## config.mk

```make
export PLATFORM = sky130hd
export DESIGN_NAME = uart_tx_buffered
export DESIGN_NICKNAME = d
export VERILOG_FILES = /design/src/rtl/uart_tx_buffered.sv
export SDC_FILE = /design/constraint.sdc
export NUM_CORES = 1
export LEC_CHECK = 0
export CAP_MARGIN = 30
export CORE_MARGIN = 1
export CORE_UTILIZATION = 50
export DETAILED_ROUTE_END_ITERATION = 10
export PLACE_DENSITY = 0.67
export SLEW_MARGIN = 25
export SYNTH_ARGS = -nofsm -noshare
export SYNTH_HDL_FRONTEND = slang
export SYNTH_SLANG_ARGS = --single-unit
```

## constraint.sdc

```tcl
create_clock -name i_Clock -period 5.3 [get_ports i_Clock]
set_clock_uncertainty 0.05 [all_clocks]
set_input_delay 1.06 -clock i_Clock [delete_from_list [all_inputs] [get_ports i_Clock]]
set_output_delay 1.06 -clock i_Clock [all_outputs]
set_load 0.005 [all_outputs]
```

## src/rtl/uart_tx_buffered.sv

```systemverilog
// Buffered 8N1 UART transmitter: a small circular byte FIFO feeding a
// START/DATA/STOP/CLEANUP serialiser with registered line and ready outputs.
module uart_tx_buffered #(
    parameter int unsigned CLKS_PER_BIT = 868,
    parameter int unsigned FIFO_DEPTH   = 4
) (
    input  logic       i_Clock,
    input  logic       i_Reset,
    input  logic       i_Tx_DV,
    input  logic [7:0] i_Tx_Byte,
    output logic       o_Tx_Ready,
    output logic       o_Tx_Serial,
    output logic       o_Tx_Active,
    output logic       o_Tx_Done,
    output logic       o_Overflow
);

    localparam int unsigned PtrW = (FIFO_DEPTH > 1) ? $clog2(FIFO_DEPTH) : 1;
    localparam int unsigned CntW = $clog2(FIFO_DEPTH + 1);
    localparam logic [CntW-1:0] FullCount = CntW'(FIFO_DEPTH);
    localparam logic [11:0] LastClk = 12'(CLKS_PER_BIT - 1);

    typedef enum logic [2:0] {
        StIdle    = 3'd0,
        StStart   = 3'd1,
        StData    = 3'd2,
        StStop    = 3'd3,
        StCleanup = 3'd4
    } state_e;

    logic [7:0]      fifo_mem_q [FIFO_DEPTH];
    logic [PtrW-1:0] wr_ptr_q, wr_ptr_d;
    logic [PtrW-1:0] rd_ptr_q, rd_ptr_d;
    logic [CntW-1:0] count_q, count_d;
    logic            ready_q, ready_d;
    logic            ovf_q, ovf_d;
    logic            serial_q, serial_d;
    state_e          state_q, state_d;
    logic [11:0]     clk_cnt_q, clk_cnt_d;
    logic [2:0]      bit_idx_q, bit_idx_d;
    logic [7:0]      shift_q, shift_d;
    logic            push;
    logic            pop;

    // Writes are gated by the registered ready, so a full FIFO drops them even if it pops now.
    assign push = i_Tx_DV && ready_q;

    always_comb begin
        wr_ptr_d = push ? wr_ptr_q + PtrW'(1) : wr_ptr_q;
        rd_ptr_d = pop ? rd_ptr_q + PtrW'(1) : rd_ptr_q;
        case ({push, pop})
            2'b10:   count_d = count_q + CntW'(1);
            2'b01:   count_d = count_q - CntW'(1);
            default: count_d = count_q;
        endcase
        ready_d = (count_d < FullCount);
        ovf_d   = i_Tx_DV && !ready_q;
    end

    always_comb begin
        state_d   = state_q;
        clk_cnt_d = clk_cnt_q;
        bit_idx_d = bit_idx_q;
        shift_d   = shift_q;
        pop       = 1'b0;
        case (state_q)
            StIdle: begin
                clk_cnt_d = 12'd0;
                if (count_q != '0) begin
                    pop       = 1'b1;
                    shift_d   = fifo_mem_q[rd_ptr_q];
                    bit_idx_d = 3'd0;
                    state_d   = StStart;
                end
            end
            StStart: begin
                if (clk_cnt_q == LastClk) begin
                    clk_cnt_d = 12'd0;
                    state_d   = StData;
                end else begin
                    clk_cnt_d = clk_cnt_q + 12'd1;
                end
            end
            StData: begin
                if (clk_cnt_q == LastClk) begin
                    clk_cnt_d = 12'd0;
                    if (bit_idx_q == 3'd7) begin
                        state_d = StStop;
                    end else begin
                        bit_idx_d = bit_idx_q + 3'd1;
                        shift_d   = shift_q >> 1;
                    end
                end else begin
                    clk_cnt_d = clk_cnt_q + 12'd1;
                end
            end
            StStop: begin
                if (clk_cnt_q == LastClk) begin
                    clk_cnt_d = 12'd0;
                    state_d   = StCleanup;
                end else begin
                    clk_cnt_d = clk_cnt_q + 12'd1;
                end
            end
            StCleanup: begin
                clk_cnt_d = 12'd0;
                state_d   = StIdle;
            end
            default: begin
                clk_cnt_d = 12'd0;
                state_d   = StIdle;
            end
        endcase

        // Line level follows the next state so it is registered alongside it.
        case (state_d)
            StStart: serial_d = 1'b0;
            StData:  serial_d = shift_d[0];
            default: serial_d = 1'b1;
        endcase
    end

    always_ff @(posedge i_Clock or posedge i_Reset) begin
        if (i_Reset) begin
            wr_ptr_q  <= '0;
            rd_ptr_q  <= '0;
            count_q   <= '0;
            ready_q   <= 1'b1;
            ovf_q     <= 1'b0;
            serial_q  <= 1'b1;
            state_q   <= StIdle;
            clk_cnt_q <= 12'd0;
            bit_idx_q <= 3'd0;
            shift_q   <= 8'd0;
        end else begin
            wr_ptr_q  <= wr_ptr_d;
            rd_ptr_q  <= rd_ptr_d;
            count_q   <= count_d;
            ready_q   <= ready_d;
            ovf_q     <= ovf_d;
            serial_q  <= serial_d;
            state_q   <= state_d;
            clk_cnt_q <= clk_cnt_d;
            bit_idx_q <= bit_idx_d;
            shift_q   <= shift_d;
        end
    end

    always_ff @(posedge i_Clock) begin
        if (push) begin
            fifo_mem_q[wr_ptr_q] <= i_Tx_Byte;
        end
    end

    assign o_Tx_Ready  = ready_q;
    assign o_Tx_Serial = serial_q;
    assign o_Overflow  = ovf_q;
    assign o_Tx_Active = (state_q == StStart) || (state_q == StData) || (state_q == StStop);
    assign o_Tx_Done   = (state_q == StStop) && (clk_cnt_q == LastClk);

endmodule

```

Yosys cells after proc, flatten, opt, wreduce, memory -nomap -nowiden --
Memory sizes are Yosys's and may differ from the RTL's. Cells that the tools add are included.
Storage, ports and cells: bits in registers 36, bits in latches 0, memory bits (writable) 32, ROM bits 0, input port bits 11, output and inout bits 5, word-level logic and storage cells 64, memories 1
Memory list:
- fifo_mem_q | depth 4, bits a word 8, rd ports 1, clocked after Yosys merged registers in 0, wr ports 1, line 31 | logic [7:0] fifo_mem_q [FIFO_DEPTH];
Cells by class: add/subtract/negate cells 6, $mul 0, divide/modulo/power cells 0, order comparisons 1, equal/unequal tests 12, shift-type cells 0, mux-type cells 22, bitwise operators 0, reductions and logical operators 11
Operator list (count):
- 2-to-1 mux 12 bit | 2
- 2-to-1 mux 3 bit | 8
- 2-to-1 mux 8 bit | 3
- case mux 8 bit (2 select lines) | 1
- adder 12 x 1 -> 12 bit (second input constant) | 1
- == test 12 x 10 -> 1 bit (second input constant) | 1
- case mux 3 bit (2 select lines) | 2
- case mux 3 bit (4 select lines) | 1
- == test 3 x 2 -> 1 bit (second input constant) | 3
- adder 3 x 1 -> 3 bit (second input constant) | 2
- == test 3 x 1 -> 1 bit (second input constant) | 2
- != test 2 bit (second input constant) | 3
- adder 2 x 1 -> 2 bit (second input constant) | 2
- 2-to-1 mux 1 bit | 4
- AND reduction 4 bit | 1
- == test 3 bit (second input constant) | 1
- logical AND 1 bit | 3
- zero test 3 bit | 1
- < comparator 3 bit (second input constant) | 1
- nonzero test 3 bit | 1
- OR reduction 3 bit | 1
- subtractor 3 x 1 -> 3 bit (second input constant) | 1
- == test 2 x 1 -> 1 bit (second input constant) | 1
- == test 2 bit (second input constant) | 1
- other kinds (4) | 5

Depth between registers and ports, before layout --
depth after elaboration 6, mapped depth 10, depth with buffers taken out 9

Least setup slack after synthesis --
Ideal clock, no wire load.
kind register to output, start point reg clk_cnt_q[3], end point out o_Tx_Done, arrival 1.530 ns, data required time 4.190 ns, path slack 2.660 ns, cell stages (with the launch flop) 4, buffers on the path 0, cell sequence dfrtp_1 -> or4_4 -> nor4_4 -> and4b_1
On the way: word-level cells in the longest chain between the ends 2
Ends and longest elaborated chain:
- start: declaration | line 39 | logic [11:0] clk_cnt_q, clk_cnt_d;
- start signal: assignment | line 143 | clk_cnt_q <= clk_cnt_d;
- == test 12 x 10 -> 1 bit | line 159 | assign o_Tx_Done = (state_q == StStop) && (clk_cnt_q == LastClk);
- logical AND 1 bit | line 159
- end: declaration | line 14 | output logic o_Tx_Done,
Every way passes these cells.

Final worst setup path --
Ends and elaborated chain as after synthesis.

==> run_results.csv <==
group,metric,value,unit
logic_synthesis,synth-compound-area-share,5.42,%
power_and_ir_drop,power,1.60,mW
die,die-area,6220,µm²
power_and_ir_drop,power_leakage,1.37,nW
logic_synthesis,post_synth_mux_area_share,8.39,%
die,boundaryPins,16,
finish,fin_nets,247,
route,drt-initial-drc-count,119,
logic_synthesis,post_synthesis_share_of_cell_area_spent_on_and_or_nand_and_nor_gates,11.9,%
clock_network,cts-root-to-sink-buffers,2,
sta,worst-slew-pin-transition,0.741,ns
clock_network,cts_tree,"yes",
sta,final.min_clock_period,3.63,ns
logic_synthesis,synth.distinct_cells,44,
grt,grt.total_usage,18.4,%
sta,tns,0,ns
finish,drive_gt1_share,15.1,%
clock_network,cts_sinks,68,
logic_synthesis,synth-seq-area-share,63.1,%
finish,final_core_util,59.9,%
sta,fin_crit_sh,68.5,%
setup_path,crit_path_start_kind,"flop",
logic_synthesis,synth_warnings,0,
route,finalWirelength,4890,µm
clock_network,hold_buffers,0,
sta,timing.final.hold_violations,0,
logic_synthesis,largest_cells_by_area_after_synthesis,"edfxtp_1 33%, dfrtp_1 29%, mux4_2 6.1%, ha_1 3.4%, xnor2_1 2.7%",
logic_synthesis,synth_top_cell_by_area,"edfxtp_1",
placement,dp.final_hpwl,3390,µm
logic_synthesis,synth_top_cells_by_count,"34 x dfrtp_1, 32 x edfxtp_1, 17 x nor2_1, 14 x nand2_1, 10 x inv_1",
die,num_rows,27,
setup_path,worstPathCellList,"or4_4, nor4_4, and4b_1, clkdlybuf4s50_1",
setup_path,timing.critical_path.slowest_cell_delay,0.57,ns
grt,first_global_vias,1762,
logic_synthesis,yosys.area.top_type_share,32.5,%
logic_synthesis,postSynthRegisterBits,68,
route,drcViolationCount,0,
logic_synthesis,synth.avg_cell_area,14.3,µm²
route,detail-route-antenna-nets,0,
sta,clock.fmax,276,MHz
grt,initial_antenna_violation_count,0,
route,route.vias.total,1632,
setup_path,reg2reg_slack,2.65,ns
grt,global_route_wire_length_before_repair,8400,µm
clock_network,clock_insertion_delay_worst_skew,0.34,ns
placement,globalplace.congestion,0.849,
finish,area_added_between_synthesis_and_finish,13.7,%
route,route.detailed.wl_per_inst,16.1,µm
die,die_width,78.9,µm
setup_path,end_kind,"primary output",
grt,grt_max_degree,37,
sta,final-setup-viol-count,0,
sta,timing.final.max_slew_violations,0,
die,initial_utilization,52.7,%
route,post_detailed_route_via_to_cell_ratio,5.37,
setup_path,timing.critical_path.arrival,2.52,ns
die,core_area,5610,µm²
setup_path,crit_fanout,9,
worst_hold_path,hold_path_class,"flop to flop",
logic_synthesis,synth.net_count,227,
logic_synthesis,synth_xor_xnor_area_share,4.45,%
clock_network,post_cts_resized,0,
logic_synthesis,synth_flop_cell,"dfrtp_1",
clock_network,cts_max_level,3,
logic_synthesis,synth_enable_flop_cells,32,
setup_path,timing_worst_setup_path_type,"flop to primary output",
power_and_ir_drop,power.density_cell_area,475,nW/µm²
clock_network,cts_buffers,9,
clock_network,cts_post_setup_buffers_inserted,0,
logic_synthesis,syn_area,2950,µm²
sta,rsz0062_at_grt,"false",
sta,max-slew-margin-rel,50.5,%
route,dr.pass1.iters,4,
clock_network,cts.root.buffer_cell,"clkbuf_8",
power_and_ir_drop,vdd_ir_drop_max,0.259,mV
setup_path,crit_slowest_cell,"or4_4",
logic_synthesis,postSynth.asyncResetShare,52.9,%
logic_synthesis,synth.most_common_cell,"dfrtp_1",
setup_path,worstPathRequired,4.19,ns
placement,port_buffers,15,
die,die_y,78.9,µm
run_status,run_status,"finished clean",
grt,gr-total-overflow,0,
finish,antenna_cells_inserted,0,
flow_run,timing.max_cap.violations,0,
logic_synthesis,post_synth_fa_ha_maj_area_fraction,4.07,%
clock_network,cts.reportedPaths.clkPinSlew,0.07,ns
logic_synthesis,main_combinational_cell_family_by_area_after_synthesis,"simple AND/OR/NAND/NOR gates",
logic_synthesis,post_synth_inst_count,207,
==> registers in the layout, summed over array words and instances, names as in the netlist, 2 cells and up <==
signal      count
fifo_mem_q     32
clk_cnt_q      12
shift_q         8
bit_idx_q       3
count_q         3
state_q         3
rd_ptr_q        2
wr_ptr_q        2
==> power by group <==
| part | internal [mW] | switching, mW |
|---|---|---|
| clock | 0.219 | 0.202 |
| combinational | 0.206 | 0.169 |
| sequential | 0.685 | 0.116 |
==> critical path: cells and delay by family (launching register included) <==
family,cells,cell delay (ns)
buffers and inverters,1,0.49
flip-flops,1,0.43
AND/OR/NAND/NOR,3,1.26
==> final cells by class <==
type                            instances  area (µm²)
Fill cell                             445        2250
Sequential cell                        68        1860
Multi-Input combinational cell        122        1010
Timing Repair Buffer                   16         158
Clock buffer                            9         124
Tap cell                               72        90.1
Clock inverter                          7        75.1
Inverter                               10        37.5
==> cells by family after synthesis <==
kind of cell | after synthesis
adders and majority gates | 9
DFF | 68
xor gates and xnor gates | 15
buffers and inverters | 17
and+or+nand+nor | 63
AOI/OAI and AO/OA | 21
muxes | 14
==> final timing paths <==
| kind | from | end | depth (start not counted) |
|---|---|---|---|
| max in group asynchronous | i_Reset | o_Tx_Serial | 3 |
| worst min register to register | shift_q[1] | shift_q[1] | 1 |
| min in group asynchronous | i_Reset | clk_cnt_q[1] | 3 |
| worst max-delay path | clk_cnt_q[3] | o_Tx_Done | 4 |
| worst max register to register | count_q[0] | o_Tx_Ready | 9 |
| worst min-delay path | shift_q[1] | shift_q[1] | 1 |
==> layout by cell type, fill, tap and decap left out, types with 5 or more instances in the layout <==
master and n:
a21o_1 6, a22o_1 6, clkbuf_8 9, clkdlybuf4s50_1 15, dfrtp_1 34, edfxtp_1 32
ha_1 8, inv_1 10, mux4_2 8, nand2_1 14, nand3_1 5, nor2_1 17
xnor2_1 9, xor2_1 6
==> routing by layer <==
layer | up-vias | part of all wire (%) | track usage, %
li1 | 789 | - | -
met1 | 797 | 45 | 23.7
met2 | 32 | 48 | 28.3
met3 | 14 | 3.4 | 4.48
met4 | 0 | 2.9 | 10.9
met5 | - | 0 | 0
==> per-stage QoR <==
step	worst slack (ns)	hold slack (ns)	cells	area, µm²
after floorplan	2.66	0.399	207	2950
after global placement	2.13	0.414	288	3160
after detailed placement	2.04	0.415	288	3160
after CTS	1.64	0.432	304	3360
after global routing	1.59	0.453	304	3360
final	1.67	0.428	304	3360
Power figures use the tool's default switching activity.
